[config.mk]
export PLATFORM = sky130hd
export DESIGN_NAME = aes_inv_round_sched
export DESIGN_NICKNAME = d
export VERILOG_FILES = /design/src/rtl/aes_inv_round_sched.sv
export SDC_FILE = /design/constraint.sdc
export NUM_CORES = 1
export LEC_CHECK = 0
export CAP_MARGIN = 30
export CORE_AREA = 2 2 303 305
export CTS_BUF_LIST = sky130_fd_sc_hd__clkbuf_8
export DETAILED_ROUTE_END_ITERATION = 10
export DIE_AREA = 0 0 305 307
export SKIP_CTS_REPAIR_TIMING = 1
export SYNTH_ARGS = -nofsm -noshare
export SYNTH_HDL_FRONTEND = slang
export SYNTH_SLANG_ARGS = --single-unit
[constraint.sdc]
create_clock -name Clk -period 3.5 [get_ports Clk]
set_input_delay 0.525 -clock Clk [delete_from_list [all_inputs] [get_ports Clk]]
set_output_delay 0.525 -clock Clk [all_outputs]
set_load 0.02 [all_outputs]
[src/rtl/aes_inv_round_sched.sv]
// Iterative AES inverse-cipher round scheduler: walks rounds NUM_ROUNDS..0
// over one shared round datapath, fetching each round key from an external store.
//
// Ports:
//   Clk, Reset_n           clock, synchronous active-low reset
//   start, cipher_in       block request, sampled when ready=1
//   ready, busy, done      handshake / status (done is a one-cycle pulse)
//   plain_out              decrypted block, held until the next acceptance
//   key_idx, key_in        round-key store address and returned key
//   dp_state, dp_key       operands to the shared round datapath
//   dp_first, dp_last      whitening-round / final-round selects
//   dp_result              combinational datapath result
//   abort                  only when AES_SCHED_ABORT_EN is defined
//
// Build option: define AES_SCHED_ABORT_EN to add the abort input.
`timescale 1ns/1ps

module aes_inv_round_sched #(
    parameter int NUM_ROUNDS = 10,
    parameter int KEY_LAT    = 1
) (
    input  logic         Clk,
    input  logic         Reset_n,
    input  logic         start,
    input  logic [0:127] cipher_in,
`ifdef AES_SCHED_ABORT_EN
    input  logic         abort,
`endif
    output logic         ready,
    output logic         busy,
    output logic         done,
    output logic [0:127] plain_out,
    output logic [3:0]   key_idx,
    input  logic [0:127] key_in,
    output logic [0:127] dp_state,
    output logic [0:127] dp_key,
    output logic         dp_first,
    output logic         dp_last,
    input  logic [0:127] dp_result
);

    // Wait counter runs 0..KEY_LAT-1 while a key read is in flight.
    localparam int WW = (KEY_LAT > 1) ? $clog2(KEY_LAT) : 1;

    localparam logic [3:0]    R_TOP = 4'(NUM_ROUNDS);
    localparam logic [WW-1:0] W_END = WW'(KEY_LAT - 1);

    typedef enum logic [1:0] {
        S_IDLE,
        S_FETCH,
        S_APPLY,
        S_DONE
    } state_t;

    state_t        fsm_q, fsm_d;
    logic [3:0]    r_q, r_d;
    logic [3:0]    kidx_q, kidx_d;
    logic [WW-1:0] wait_q, wait_d;
    logic [0:127]  st_q, st_d;
    logic [0:127]  plain_q, plain_d;
    logic          abort_w;

`ifdef AES_SCHED_ABORT_EN
    assign abort_w = abort;
`else
    assign abort_w = 1'b0;
`endif

    // State register.
    always_ff @(posedge Clk) begin
        if (!Reset_n) begin
            fsm_q <= S_IDLE;
        end else begin
            fsm_q <= fsm_d;
        end
    end

    // Round counter, key address, wait counter and data registers.
    always_ff @(posedge Clk) begin
        if (!Reset_n) begin
            r_q     <= R_TOP;
            kidx_q  <= R_TOP;
            wait_q  <= '0;
            st_q    <= '0;
            plain_q <= '0;
        end else begin
            r_q     <= r_d;
            kidx_q  <= kidx_d;
            wait_q  <= wait_d;
            st_q    <= st_d;
            plain_q <= plain_d;
        end
    end

    // Next-state and status outputs.
    always_comb begin
        fsm_d   = fsm_q;
        r_d     = r_q;
        kidx_d  = kidx_q;
        wait_d  = wait_q;
        st_d    = st_q;
        plain_d = plain_q;
        ready   = 1'b0;
        busy    = 1'b0;
        done    = 1'b0;

        unique case (fsm_q)
            S_IDLE, S_DONE: begin
                ready = 1'b1;
                done  = (fsm_q == S_DONE);
                if (start) begin
                    st_d   = cipher_in;
                    r_d    = R_TOP;
                    kidx_d = R_TOP;
                    wait_d = '0;
                    fsm_d  = S_FETCH;
                end else begin
                    fsm_d = S_IDLE;
                end
            end

            S_FETCH: begin
                busy = 1'b1;
                if (abort_w) begin
                    st_d   = '0;
                    r_d    = R_TOP;
                    kidx_d = R_TOP;
                    wait_d = '0;
                    fsm_d  = S_IDLE;
                end else if (wait_q == W_END) begin
                    fsm_d = S_APPLY;
                end else begin
                    wait_d = wait_q + 1'b1;
                end
            end

            S_APPLY: begin
                busy = 1'b1;
                if (abort_w) begin
                    // Abort wins over the capture of this round.
                    st_d   = '0;
                    r_d    = R_TOP;
                    kidx_d = R_TOP;
                    wait_d = '0;
                    fsm_d  = S_IDLE;
                end else begin
                    st_d = dp_result;
                    if (r_q == 4'd0) begin
                        plain_d = dp_result;
                        fsm_d   = S_DONE;
                    end else begin
                        // Next key address issues now so the read
                        // overlaps the following FETCH cycles.
                        r_d    = r_q - 4'd1;
                        kidx_d = r_q - 4'd1;
                        wait_d = '0;
                        fsm_d  = S_FETCH;
                    end
                end
            end

            default: begin
                fsm_d = S_IDLE;
            end
        endcase
    end

    // Round selects only mean something while a round is in progress.
    assign dp_first  = busy && (r_q == R_TOP);
    assign dp_last   = busy && (r_q == 4'd0);

    assign dp_state  = st_q;
    assign dp_key    = key_in;
    assign plain_out = plain_q;
    assign key_idx   = kidx_q;

endmodule

==> summary.txt <==
Outcome
  • Status: completed

Cells and area
  • Layout Cells excl Fill: 2905
  • Layout Nets: 2070
  • Final instance area: 19600 sq um
  • Layout area overhead: 51.6%
  • Fillcell total: 9927
  • Layout cells sized above 1: 0.146

Clock network
  • CTS max path bufs: 3
  • Root buffer cell: clkbuf_8
  • TritonCTS clock tree: done
  • H-tree levels: 2
  • Clk sinks: 262
  • Clock transition at path regs: 50 ps
  • Num CTS Buffers: 54
  • Worst-Skew Late Latency: 670 ps

Power
  • Static Leak: 7.07 nW
  • P_sw: 0.00221 W
  • Reg power frac: 0.399
  • Worst IR Drop VDD: 0.222 mV
  • Combinational Power Share: 0.187
  • Sw frac: 0.275
  • Pwr Density: 409 nW/um^2
  • Int Power: 0.00582 W
  • Clk network pwr share: 0.414

Floorplan
  • Die area: 93600 sq um
  • Die width: 305 microns
  • Initial Utilization: 0.143
  • Core Region: 90700 sq um
  • DIE HEIGHT: 307 microns
  • I/O Pins: 780
  • Site Rows: 111

STA
  • RSZ-0062 raised after global routing: no
  • Min Hold Slack: 426 ps
  • # setup viols final: 0
  • Slew @ Worst Pin: 896 ps
  • Max-slew violation count: 0
  • Final hold viol count: 0
  • Setup_tns: 0 ps
  • F_max: 332 MHz
  • Slew Limit Headroom: 0.403
  • Setup Skew: 39.5 ps
  • Final worst path period need: 3010 ps
  • Final Cycle Share: 0.859

Worst setup path
  • CP Capture Type: output pin
  • Delay-heaviest family, CP: buffers and inverters
  • Startpoint class of the critical path: flip-flop
  • Critical-path cell list: inv_1 -> ha_1 -> nand2b_1 -> nor3_1 -> clkdlybuf4s50_1
  • Critical Path AT: 2480 ps
  • Worst Path Max Fanout: 5
  • Required @ worst endpoint: 2970 ps
  • Critical path's largest stage delay: 680 ps
  • Crit Path Class: reg2out
  • CP bufs+invs: 2
  • Crit-path slowest cell: clkdlybuf4s50_1
  • Setup slack, reg-to-reg: 1270 ps

Yosys
  • Post-Synth Simple-Gate Area: 0.0815
  • Netlist cell types: 32
  • Mux cell area share after synthesis: 0.129
  • Post-synth top flop: dfxtp_1
  • Synth Area in Compound Gates: 0.253
  • Synth Net Count: 1717
  • Post-synthesis adder-cell area fraction: 0.00483
  • Post-Syn Area: 13000 sq um
  • Seq cells post-synth: 262
  • Sequential share of the synthesized area: 0.405
  • Number of synthesized flops with an enable pin: 0
  • Ys Warns: 0
  • Synth Area in XOR/XNOR: 0
  • Cells after Synth: 1325
  • Largest family of logic cells by synthesized area: compound AO/OA/AOI/OAI gates
  • Async set-reset flop share out of synthesis: 0
  • Synth Area per Inst: 9.77 sq um

Detailed routing
  • Wire length per cell: 16.7 microns
  • Drt pass-1 iters: 4
  • DRT iter0 DRCs: 534
  • Via/cell ratio: 3.82
  • DRT antenna net count: 0
  • Residual DRC count: 0
  • Routed WL: 48500 microns
  • Via count: 11105

Placed design
  • Final HPWL DP: 34200 microns
  • # placed instances: 2808
  • GP Congestion: 0.750
  • Post-DP Area: 18500 sq um
  • I/O Buffers: 523

GRT
  • Gr usage total: 0.0981
  • Initial antenna violation count: 2
  • Vias in the first global route: 10993
  • Largest net degree at the start of global routing: 113
  • Total gr overflow: 0
  • First-pass GRT wire length: 70800 microns

Min path
  • Tightest Hold Check Type: in2reg

Flow run
  • Max_cap viols: 0
## per-stage QoR
step	util	power (W)	setup WS (ps)
after floorplan	-	0.00420	1400
after global placement	0.204	0.00478	1210
after detailed placement	0.204	0.00478	1200
after CTS	0.216	0.00825	392
after global routing	0.216	0.00847	270
final	0.216	0.00804	492
## cell type report
| cell class | instances | area (sq um) | area share |
|---|---|---|---|
| Multi-Input combinational cell | 798 | 6120 | 0.312 |
| Timing Repair Buffer | 556 | 5650 | 0.288 |
| Sequential cell | 262 | 5250 | 0.267 |
| Tap cell | 1186 | 1480 | 0.0756 |
| Clock buffer | 70 | 963 | 0.0491 |
| Clock inverter | 26 | 143 | 0.00727 |
| Inverter | 6 | 22.5 | 0.00115 |
| Antenna cell | 1 | 2.50 | 0.000127 |
## synth_stat cells, types with 8 or more instances
master / number / area share
o311a_1: 130 / 0.10
buf_4: 141 / 0.082
dfxtp_1: 262 / 0.40
mux2_2: 73 / 0.063
clkbuf_1: 62 / 0.018
a21boi_0: 28 / 0.016
buf_6: 8 / 0.0070
o21bai_1: 128 / 0.074
buf_2: 43 / 0.017
mux2_4: 55 / 0.064
nand2_1: 258 / 0.075
a21boi_1: 100 / 0.058
## power groups by stage
| stage | Clock (W) | Combinational (W) | Sequential (W) |
|---|---|---|---|
| final | 0.00333 | 0.00150 | 0.00320 |
| after floorplan | 0 | 0.000762 | 0.00344 |
| after CTS | 0.00352 | 0.00152 | 0.00321 |
| after global routing | 0.00365 | 0.00160 | 0.00322 |
| after global placement | 0 | 0.00151 | 0.00326 |
| after detailed placement | 0 | 0.00151 | 0.00327 |
## per-layer routing
layer,track usage,vias up,share of wire
met5,0,-,0
met4,0.0472,0,0.040
met3,0.0365,145,0.086
met2,0.159,446,0.46
met1,0.114,5212,0.41
li1,-,5302,-
## cell families (layout without fill, tap and decap cells)
family                   Yosys count  count (layout)
AO/OA/AOI/OAI                    393             393
multiplexers                     130             130
other                              0               1
adder cells (fa/ha/maj)            5               5
AND/OR/NAND/NOR                  270             270
flip-flops                       262             262
buffers and inverters            265             658
## cell usage in the layout (no fill, tap or decap), types with 2 or more instances in the layout
master           synthesis  final
a21boi_0                28     28
a21boi_1               100    100
buf_12                   0     13
buf_4                  141     20
clkbuf_8                 0     71
clkdlybuf4s50_1          0    522
clkinv_2                 0      9
clkinvlp_4               0      2
dfxtp_1                262    262
ha_1                     5      3
ha_4                     0      2
inv_1                    6     20
mux2_2                  73     73
mux2_4                  55     55
mux2i_1                  2      2
nand2_1                258    258
nor2b_1                  3      2
o21bai_1               128    128
o311a_1                130    130
o31a_1                   2      2
## registers in the layout, indices dropped and copies added, names as in the netlist
register   cells
dp_state     128
key_idx        4
plain_out    128
fsm_q          2
## worst paths after layout
| check | startpoint | to | cells past startpoint |
|---|---|---|---|
| setup reg to reg | fsm_q[0] | plain_out[39] | 7 |
| hold / removal | dp_result[10] | plain_out[10] | 3 |
| hold reg to reg | plain_out[68] | plain_out[68] | 2 |
| setup / recovery | key_idx[0] | dp_last | 5 |
## tightest hold or removal path, delay by kind of cell
family / cells / cell delay (ps)
buffers and inverters: 1 / 410
AO/OA/AOI/OAI: 1 / 50
AND/OR/NAND/NOR: 1 / 60
Note: power is estimated with default switching activity, not from simulation.
